==> src/rtl/stream_width_gearbox_pkg.sv <==
// Shared helpers for the stream converters: width math and common word sizes.
package stream_width_gearbox_pkg;

  localparam int BYTE_LEN  = 8;
  localparam int DIBIT_LEN = 2;
  localparam int COLOR_LEN = 12;

  function automatic int clog2(input int value);
    int r;
    r = 0;
    while ((1 << r) < value) r++;
    return r;
  endfunction

endpackage

==> src/rtl/stream_width_gearbox_bit_reverse.sv <==
// Pure combinational bit-order mirror; lets the gearbox core stay LSB-first.
module stream_width_gearbox_bit_reverse
  import stream_width_gearbox_pkg::*;
#(
  parameter int W = 8
) (
  input  logic [W-1:0] word,
  output logic [W-1:0] mirrored
);

  for (genvar i = 0; i < W; i++) begin : g_bit
    assign mirrored[i] = word[W-1-i];
  end

endmodule

==> src/rtl/stream_width_gearbox.sv <==
// Repacks a strobed stream of IN_LEN-bit words into OUT_LEN-bit words, with
// stall, end-of-stream flush (optional zero padding) and sticky overflow.
module stream_width_gearbox
  import stream_width_gearbox_pkg::*;
#(
  parameter int IN_LEN      = 8,
  parameter int OUT_LEN     = 2,
  parameter int MSB_FIRST   = 0,
  parameter int PAD_PARTIAL = 1
) (
  input  logic               clk,
  input  logic               rst,
  input  logic               inclk,
  input  logic [IN_LEN-1:0]  in,
  input  logic               in_done,
  input  logic               downstream_rdy,
  output logic               rdy,
  output logic               outclk,
  output logic [OUT_LEN-1:0] out,
  output logic               done,
  output logic               overflow
);

  localparam int BUF_LEN = IN_LEN + OUT_LEN;
  localparam int CW      = clog2(BUF_LEN + 1);

  localparam logic [CW-1:0] IN_CNT  = CW'(IN_LEN);
  localparam logic [CW-1:0] OUT_CNT = CW'(OUT_LEN);
  localparam logic [CW-1:0] ACC_MAX = CW'(BUF_LEN - IN_LEN);

  localparam logic [1:0] ST_RUN   = 2'd0;
  localparam logic [1:0] ST_FLUSH = 2'd1;
  localparam logic [1:0] ST_DONE  = 2'd2;

  logic [1:0]         state;
  logic [CW-1:0]      cnt, cnt_mid, cnt_nxt;
  logic [BUF_LEN-1:0] sbuf, sbuf_mid, sbuf_nxt;
  logic [IN_LEN-1:0]  in_lsb;
  logic [OUT_LEN-1:0] word_lsb, word_out;
  logic               accept, full_emit, partial, pad_emit, discard, emit;

  // The core only ever sees LSB-first data; MSB-first mirrors both ends.
  if (MSB_FIRST != 0) begin : g_msb
    stream_width_gearbox_bit_reverse #(.W(IN_LEN)) u_rev_in (
      .word     (in),
      .mirrored (in_lsb)
    );
    stream_width_gearbox_bit_reverse #(.W(OUT_LEN)) u_rev_out (
      .word     (word_lsb),
      .mirrored (word_out)
    );
  end else begin : g_lsb
    assign in_lsb   = in;
    assign word_out = word_lsb;
  end

  assign rdy       = (state == ST_RUN) && (cnt <= ACC_MAX);
  assign accept    = inclk && rdy;
  assign full_emit = (cnt >= OUT_CNT) && downstream_rdy;
  assign partial   = (state == ST_FLUSH) && (cnt != '0) && (cnt < OUT_CNT);
  assign pad_emit  = partial && downstream_rdy && (PAD_PARTIAL != 0);
  assign discard   = partial && (PAD_PARTIAL == 0);
  assign emit      = full_emit || pad_emit;
  assign done      = (state == ST_DONE);

  // Bits at or above cnt are kept zero, so a partial word is already padded.
  assign word_lsb = sbuf[OUT_LEN-1:0];

  always_comb begin
    sbuf_mid = sbuf;
    cnt_mid  = cnt;
    if (full_emit) begin
      sbuf_mid = sbuf >> OUT_LEN;
      cnt_mid  = cnt - OUT_CNT;
    end
    if (pad_emit || discard) begin
      sbuf_mid = '0;
      cnt_mid  = '0;
    end
    sbuf_nxt = sbuf_mid;
    cnt_nxt  = cnt_mid;
    if (accept) begin
      sbuf_nxt = sbuf_mid | (BUF_LEN'(in_lsb) << cnt_mid);
      cnt_nxt  = cnt_mid + IN_CNT;
    end
  end

  always_ff @(posedge clk) begin
    if (rst) begin
      state    <= ST_RUN;
      cnt      <= '0;
      sbuf     <= '0;
      outclk   <= 1'b0;
      out      <= '0;
      overflow <= 1'b0;
    end else begin
      cnt    <= cnt_nxt;
      sbuf   <= sbuf_nxt;
      outclk <= emit;
      if (emit) out <= word_out;
      // Words arriving during flush belong to no stream and are not overflow.
      if (inclk && !rdy && (state != ST_FLUSH)) overflow <= 1'b1;
      case (state)
        ST_RUN:   if (in_done) state <= ST_FLUSH;
        ST_FLUSH: if (cnt == '0) state <= ST_DONE;
        ST_DONE:  state <= ST_RUN;
        default:  state <= ST_RUN;
      endcase
    end
  end

endmodule

==> config.mk <==
export PLATFORM = sky130hd
export DESIGN_NAME = stream_width_gearbox
export DESIGN_NICKNAME = d
export VERILOG_FILES = /design/src/rtl/stream_width_gearbox_pkg.sv /design/src/rtl/stream_width_gearbox_bit_reverse.sv /design/src/rtl/stream_width_gearbox.sv
export SDC_FILE = /design/constraint.sdc
export NUM_CORES = 1
export LEC_CHECK = 0
export CAP_MARGIN = 10
export CORE_MARGIN = 4
export CORE_UTILIZATION = 45
export CTS_CLUSTER_SIZE = 20
export DETAILED_ROUTE_END_ITERATION = 6
export PLACE_DENSITY = 0.74
export SYNTH_ARGS = -nofsm -noshare
export SYNTH_HDL_FRONTEND = slang
export SYNTH_SLANG_ARGS = --single-unit
export TNS_END_PERCENT = 10
==> constraint.sdc <==
create_clock -name clk -period 2 [get_ports clk]
set_input_delay 0.4 -clock clk [delete_from_list [all_inputs] [get_ports clk]]
set_output_delay 0.4 -clock clk [all_outputs]
set_load 0.05 [all_outputs]
# Yosys cells after proc, flatten, opt, wreduce, memory -nomap -nowiden
# Cells that the tools add are included.
# word_totals
regBits	20
inputBits	13
output_inout_bits	6
# classes
add_sub_neg	2
magnitude_cmp	3
eq_ne	5
n_shift	1
n_mux	9
n_bitwise	1
n_reduce_logical	14
# op_table
cell	n
$mux W10	3
$mux W4	3
$or A10 B10 Y10	1
$shl A8 B4 Y10	1
$logic_and A1 B1 Y1	8
$add A4 B4 Y4 const B	1
$ge A4 B2 Y1 const B	1
$le A4 B2 Y1 const B	1
$logic_not A4 Y1	1
$lt A4 B2 Y1 const B	1
$mux W2	2
$ne A2 B1 Y1 const B	2
$pmux W2 S2	1
$reduce_bool A4 Y1	1
$sub A4 B2 Y4 const B	1
$eq A2 B1 Y1 const B	1
$eq A2 B2 Y1 const B	1
$logic_not A2 Y1	1
$ne A2 B2 Y1 const B	1
$reduce_and A2 Y1	1
$logic_not A1 Y1	1
$logic_or A1 B1 Y1	1

# Logic depth before layout (Yosys ltp)
# depth
word_depth	8
mapped_depth	8
mapped_depth_nobuf	7

# Worst setup path after synthesis
# No wires, ideal clock.
# synth_path
path_kind	flip-flop to flip-flop
start	register cnt[2]
end	register sbuf[7]
arrival_time_ns	1.892
t_required_ns	1.874
path_slack_ns	-0.018
path_stages_with_launch	7
path_buffers	1
period_less_slack_ns	2.018
cell_sequence	dfxtp_1 -> buf_6 -> or4b_4 -> o21ai_4 -> mux4_1 -> nand2_1 -> o211ai_1
# synth_between
elab_chain_cells	8
# synth_rtl
item	line_no	source
start, declared	stream_width_gearbox.sv:36	logic [CW-1:0] cnt, cnt_mid, cnt_nxt;
start signal, assigned	stream_width_gearbox.sv:97	cnt <= cnt_nxt;
parallel branches: the longest is 7 deep, another holds $ge A4 B2 Y1	n/a	
$mux W10 (*)	stream_width_gearbox.sv:82	if (accept) begin
end signal, assigned	stream_width_gearbox.sv:98	sbuf <= sbuf_nxt;
end, declared	stream_width_gearbox.sv:37	logic [BUF_LEN-1:0] sbuf, sbuf_mid, sbuf_nxt;
# Every way passes the cells marked *.
# A chain may end at the register's enable or synchronous reset.

# Worst setup path in the final report
# layout_path
start	register state[1]
end	register sbuf[7]
# layout_between
elab_chain_cells	8
# layout_rtl
item	line_no	source
start, declared	stream_width_gearbox.sv:35	logic [1:0] state;
start signal, assigned	stream_width_gearbox.sv:90	state <= ST_RUN;
start signal, assigned	stream_width_gearbox.sv:104	ST_RUN: if (in_done) state <= ST_FLUSH;
start signal, assigned	stream_width_gearbox.sv:105	ST_FLUSH: if (cnt == '0) state <= ST_DONE;
$eq A2 B1 Y1	stream_width_gearbox.sv:60	assign partial = (state == ST_FLUSH) && (cnt != '0) && (cnt < OUT_CNT);
$logic_and A1 B1 Y1 (2 in series)	stream_width_gearbox.sv:60	
$logic_and A1 B1 Y1	stream_width_gearbox.sv:61	assign pad_emit = partial && downstream_rdy && (PAD_PARTIAL != 0);
$mux W4	stream_width_gearbox.sv:76	if (pad_emit || discard) begin
$shl A8 B4 Y10	stream_width_gearbox.sv:83	sbuf_nxt = sbuf_mid | (BUF_LEN'(in_lsb) << cnt_mid);
$or A10 B10 Y10	stream_width_gearbox.sv:83	
$mux W10 (*)	stream_width_gearbox.sv:82	
# Mark *: on every way between the ends. The rest lies on a longest branch, timed or not.

==> results.py <==
metrics = {
    "setup_path": {
        "path_delay_family": "simple AND/OR/NAND/NOR gates",
        "crit_path_cell_trace": "or4b_4 > o21ai_4 > mux4_1 > nand2_1 > o211ai_1",
        "r2r_end": "sbuf[7]$_SDFF_PP0_",
        "crit_buf_inv": 0,
        "worstSetupStartpointType": "flip-flop",
        "worstSetupPathType": "reg -> reg",
        "arrival_ns": 2.17,
        "critPathRequiredTime_ns": 2.19,
        "rr_startpoint": "state[1]$_SDFFE_PP0P_",
        "cp_max_fo": 3,
        "reg2reg_slack_ns": 0.02,
        "max_stage_delay_ns": 0.58,
        "worst_setup_path_startpoint": "state[1]$_SDFFE_PP0P_",
        "r2r_cells": 5,
        "slowest_stage": "or4b_4",
        "endpoint_kind": "flip-flop",
    },
    "clock_tree": {
        "clk_path_buf_depth": 2,
        "path_clk_slew_ns": 0.12,
        "htree_num_levels": 1,
        "cts_hold_buf": 0,
        "numCtsBuffers": 3,
        "tritoncts": "yes",
        "cts_root_buf": "clkbuf_4",
        "clkLatencyLatePin_ns": 0.30,
        "clock_sinks": 20,
    },
    "placement": {
        "dp_hpwl_um": 3260,
        "gp_congestion": 0.917,
        "port_buffers": 18,
    },
    "global_routing": {
        "antenna_found_initial": 0,
        "overflow": 0,
        "grt.total_usage_pct": 21.2,
        "grt_pass1_vias": 1481,
        "grt_max_degree": 13,
        "grt_pass1_wl_um": 6800,
    },
    "synth": {
        "ys_warn_count": 0,
        "synth_area_leaders": "dfxtp_1 30%, nand2_1 5.0%, o211ai_1 5.0%",
        "synth_nets": 181,
        "seq_area_frac_synth_pct": 29.9,
        "syn_area_um2": 1340,
        "synth-seq-cells": 20,
        "yosysMostFrequentCell": "dfxtp_1",
        "synthFlopType": "dfxtp_1",
        "synth_common_cells": "20 x dfxtp_1, 18 x nand2_1, 12 x nor2_1, 11 x a21oi_1, 9 x o211ai_1",
        "synth_edf_count": 0,
        "synthArstFlopShare_pct": 0,
        "yosys.area.top_type": "dfxtp_1",
        "yosys.area.top_type_share_pct": 29.9,
        "synth.distinct_cells": 48,
        "syn_area_per_cell_um2": 8.02,
        "syn_inst": 167,
    },
    "drt": {
        "dr.pass1.iters": 4,
        "drt_iter0_markers": 59,
        "wl_um": 3940,
        "wl_per_cell_um": 15.8,
        "drc": 0,
        "vias": 1486,
        "antenna_left": 0,
        "viasPerCell": 5.94,
    },
    "layout": {
        "syn2layout_area_growth_pct": 39.4,
        "final_nets": 235,
        "diodes": 0,
        "final_core_util_pct": 66.6,
        "layout-drive-gt1-share_pct": 29.2,
    },
    "min_path": {
        "hold_path_class": "reg -> reg",
        "whs_endpoint": "overflow$_SDFFE_PP0P_",
        "min_from": "overflow$_SDFFE_PP0P_",
        "whs_path_depth": 2,
    },
    "sta": {
        "setup_viol": 0,
        "fin_crit_sh_pct": 98.8,
        "fmax_mhz": 506,
        "fin_crit_ns": 1.98,
        "skew_ns": 0.00755,
        "worstMarginPinSlew_ns": 0.755,
        "finalHoldViolCount": 0,
        "max_slew_margin_pct": 49.2,
        "grt_setup_unrepaired": "yes",
        "drv_slew": 0,
    },
    "run_status": {
        "status": "complete, no violations",
    },
    "pwr": {
        "ir_worst_vdd_mv": 0.399,
        "leakagePower_nw": 0.770,
        "total_power_w": 0.00153,
        "powerDensity_nw_per_um2": 816,
    },
    "die": {
        "ios": 19,
        "num_rows": 19,
        "chipWidth_um": 62.6,
        "die_h_um": 62.6,
        "fp.coreArea_um2": 2810,
        "die-area_um2": 3920,
        "initial_core_util_pct": 47.8,
    },
    "job": {
        "cap_violations": 0,
    },
}
## timing repair
item / 4_1_cts / 5_1_grt
gates cloned: 0 / 0
setup endpoints to repair: 4 / 10
resized for setup: 3 / 6
setup buffers: 0 / 0
## flip-flops by register name, summed over array words and instances (netlist names)
| register | cells |
|---|---|
| sbuf | 10 |
| cnt | 4 |
| out | 2 |
| state | 2 |
| outclk | 1 |
| overflow | 1 |
## final cells by class
type                       instances  area (um^2)
multi-input combinational        129          873
tap                               31         38.8
fill                             243          937
sequential                        20          405
clock buffer                       3         22.5
inverter                           7         26.3
timing repair buffer              60          502
## placed cells by master (no fill, tap or decap), types with 2 or more instances in the layout
master	count
a21oi_1	11
a21boi_1	2
dfxtp_1	16
a211o_1	3
o211ai_1	9
nand2b_1	3
or3_1	3
a22oi_1	2
a211oi_1	3
o21a_1	3
nor3_1	5
nor4_1	2
inv_1	7
nor2_1	11
buf_4	43
mux2_2	2
a31oi_1	3
nand2_1	18
nand3b_1	3
mux2i_1	5
clkbuf_4	3
or2_2	2
nor2b_1	3
o31ai_1	2
a311o_1	2
a21o_1	2
clkdlybuf4s50_1	15
o21ai_1	3
dfxtp_2	4
o21ai_0	2
nand3_1	6
## worst min-delay path: cells and delay by family, from the launching register on
family | cells | cell delay [ns]
flip-flops | 1 | 0.35
AND/OR/NAND/NOR | 1 | 0.07
AO/OA/AOI/OAI | 1 | 0.04
## worst max-delay path by stage
stage	to	cells after the start	slack [ns]
after global routing	sbuf[8]$_SDFF_PP0_	6	-0.04
after global placement	sbuf[4]$_SDFF_PP0_	7	-0.29
after CTS	sbuf[7]$_SDFF_PP0_	5	0.005
final	sbuf[7]$_SDFF_PP0_	5	0.02
after floorplan	sbuf[7]$_SDFF_PP0_	6	0.008
after detailed placement	sbuf[7]$_SDFF_PP0_	7	-0.38
## cells by family (layout without fill, tap and decap cells)
family,after synthesis,after routing,share of synthesized area [%]
simple gates,61,61,23.0
mux,8,8,7.38
buf+inv,18,70,5.88
fa+ha+maj,1,1,0.934
compound gates,59,59,33.0
flops,20,20,29.9
## metal layers
metal / up-vias / GRT usage [%] / part of all wire [%]
met5: - / 0 / 0
met4: 0 / 5.51 / 0.76
met3: 4 / 2.52 / 4.4
met2: 37 / 39.0 / 51
met1: 714 / 25.8 / 44
li1: 731 / - / -
## metrics by stage
stage / instance area (um^2) / hold WS [ns] / setup TNS [ns] / std cells / worst slack (ns)
floorplan: 1340 / 0.459 / 0 / 167 / 0.00798
global placement: 1830 / 0.449 / -2.21 / 247 / -0.290
detailed placement: 1830 / 0.473 / -3.10 / 247 / -0.384
CTS: 1850 / 0.501 / 0 / 250 / 0.00511
global route: 1870 / 0.550 / -0.0622 / 250 / -0.0364
finish: 1870 / 0.494 / 0 / 250 / 0.0235
## power breakdown
part	switching [W]	internal, W	total, W
Combinational	0.000417	0.000404	0.000820
Clock	0.000124	0.0000702	0.000194
Sequential	0.0000457	0.000465	0.000511
Power figures use the tool's default switching activity.
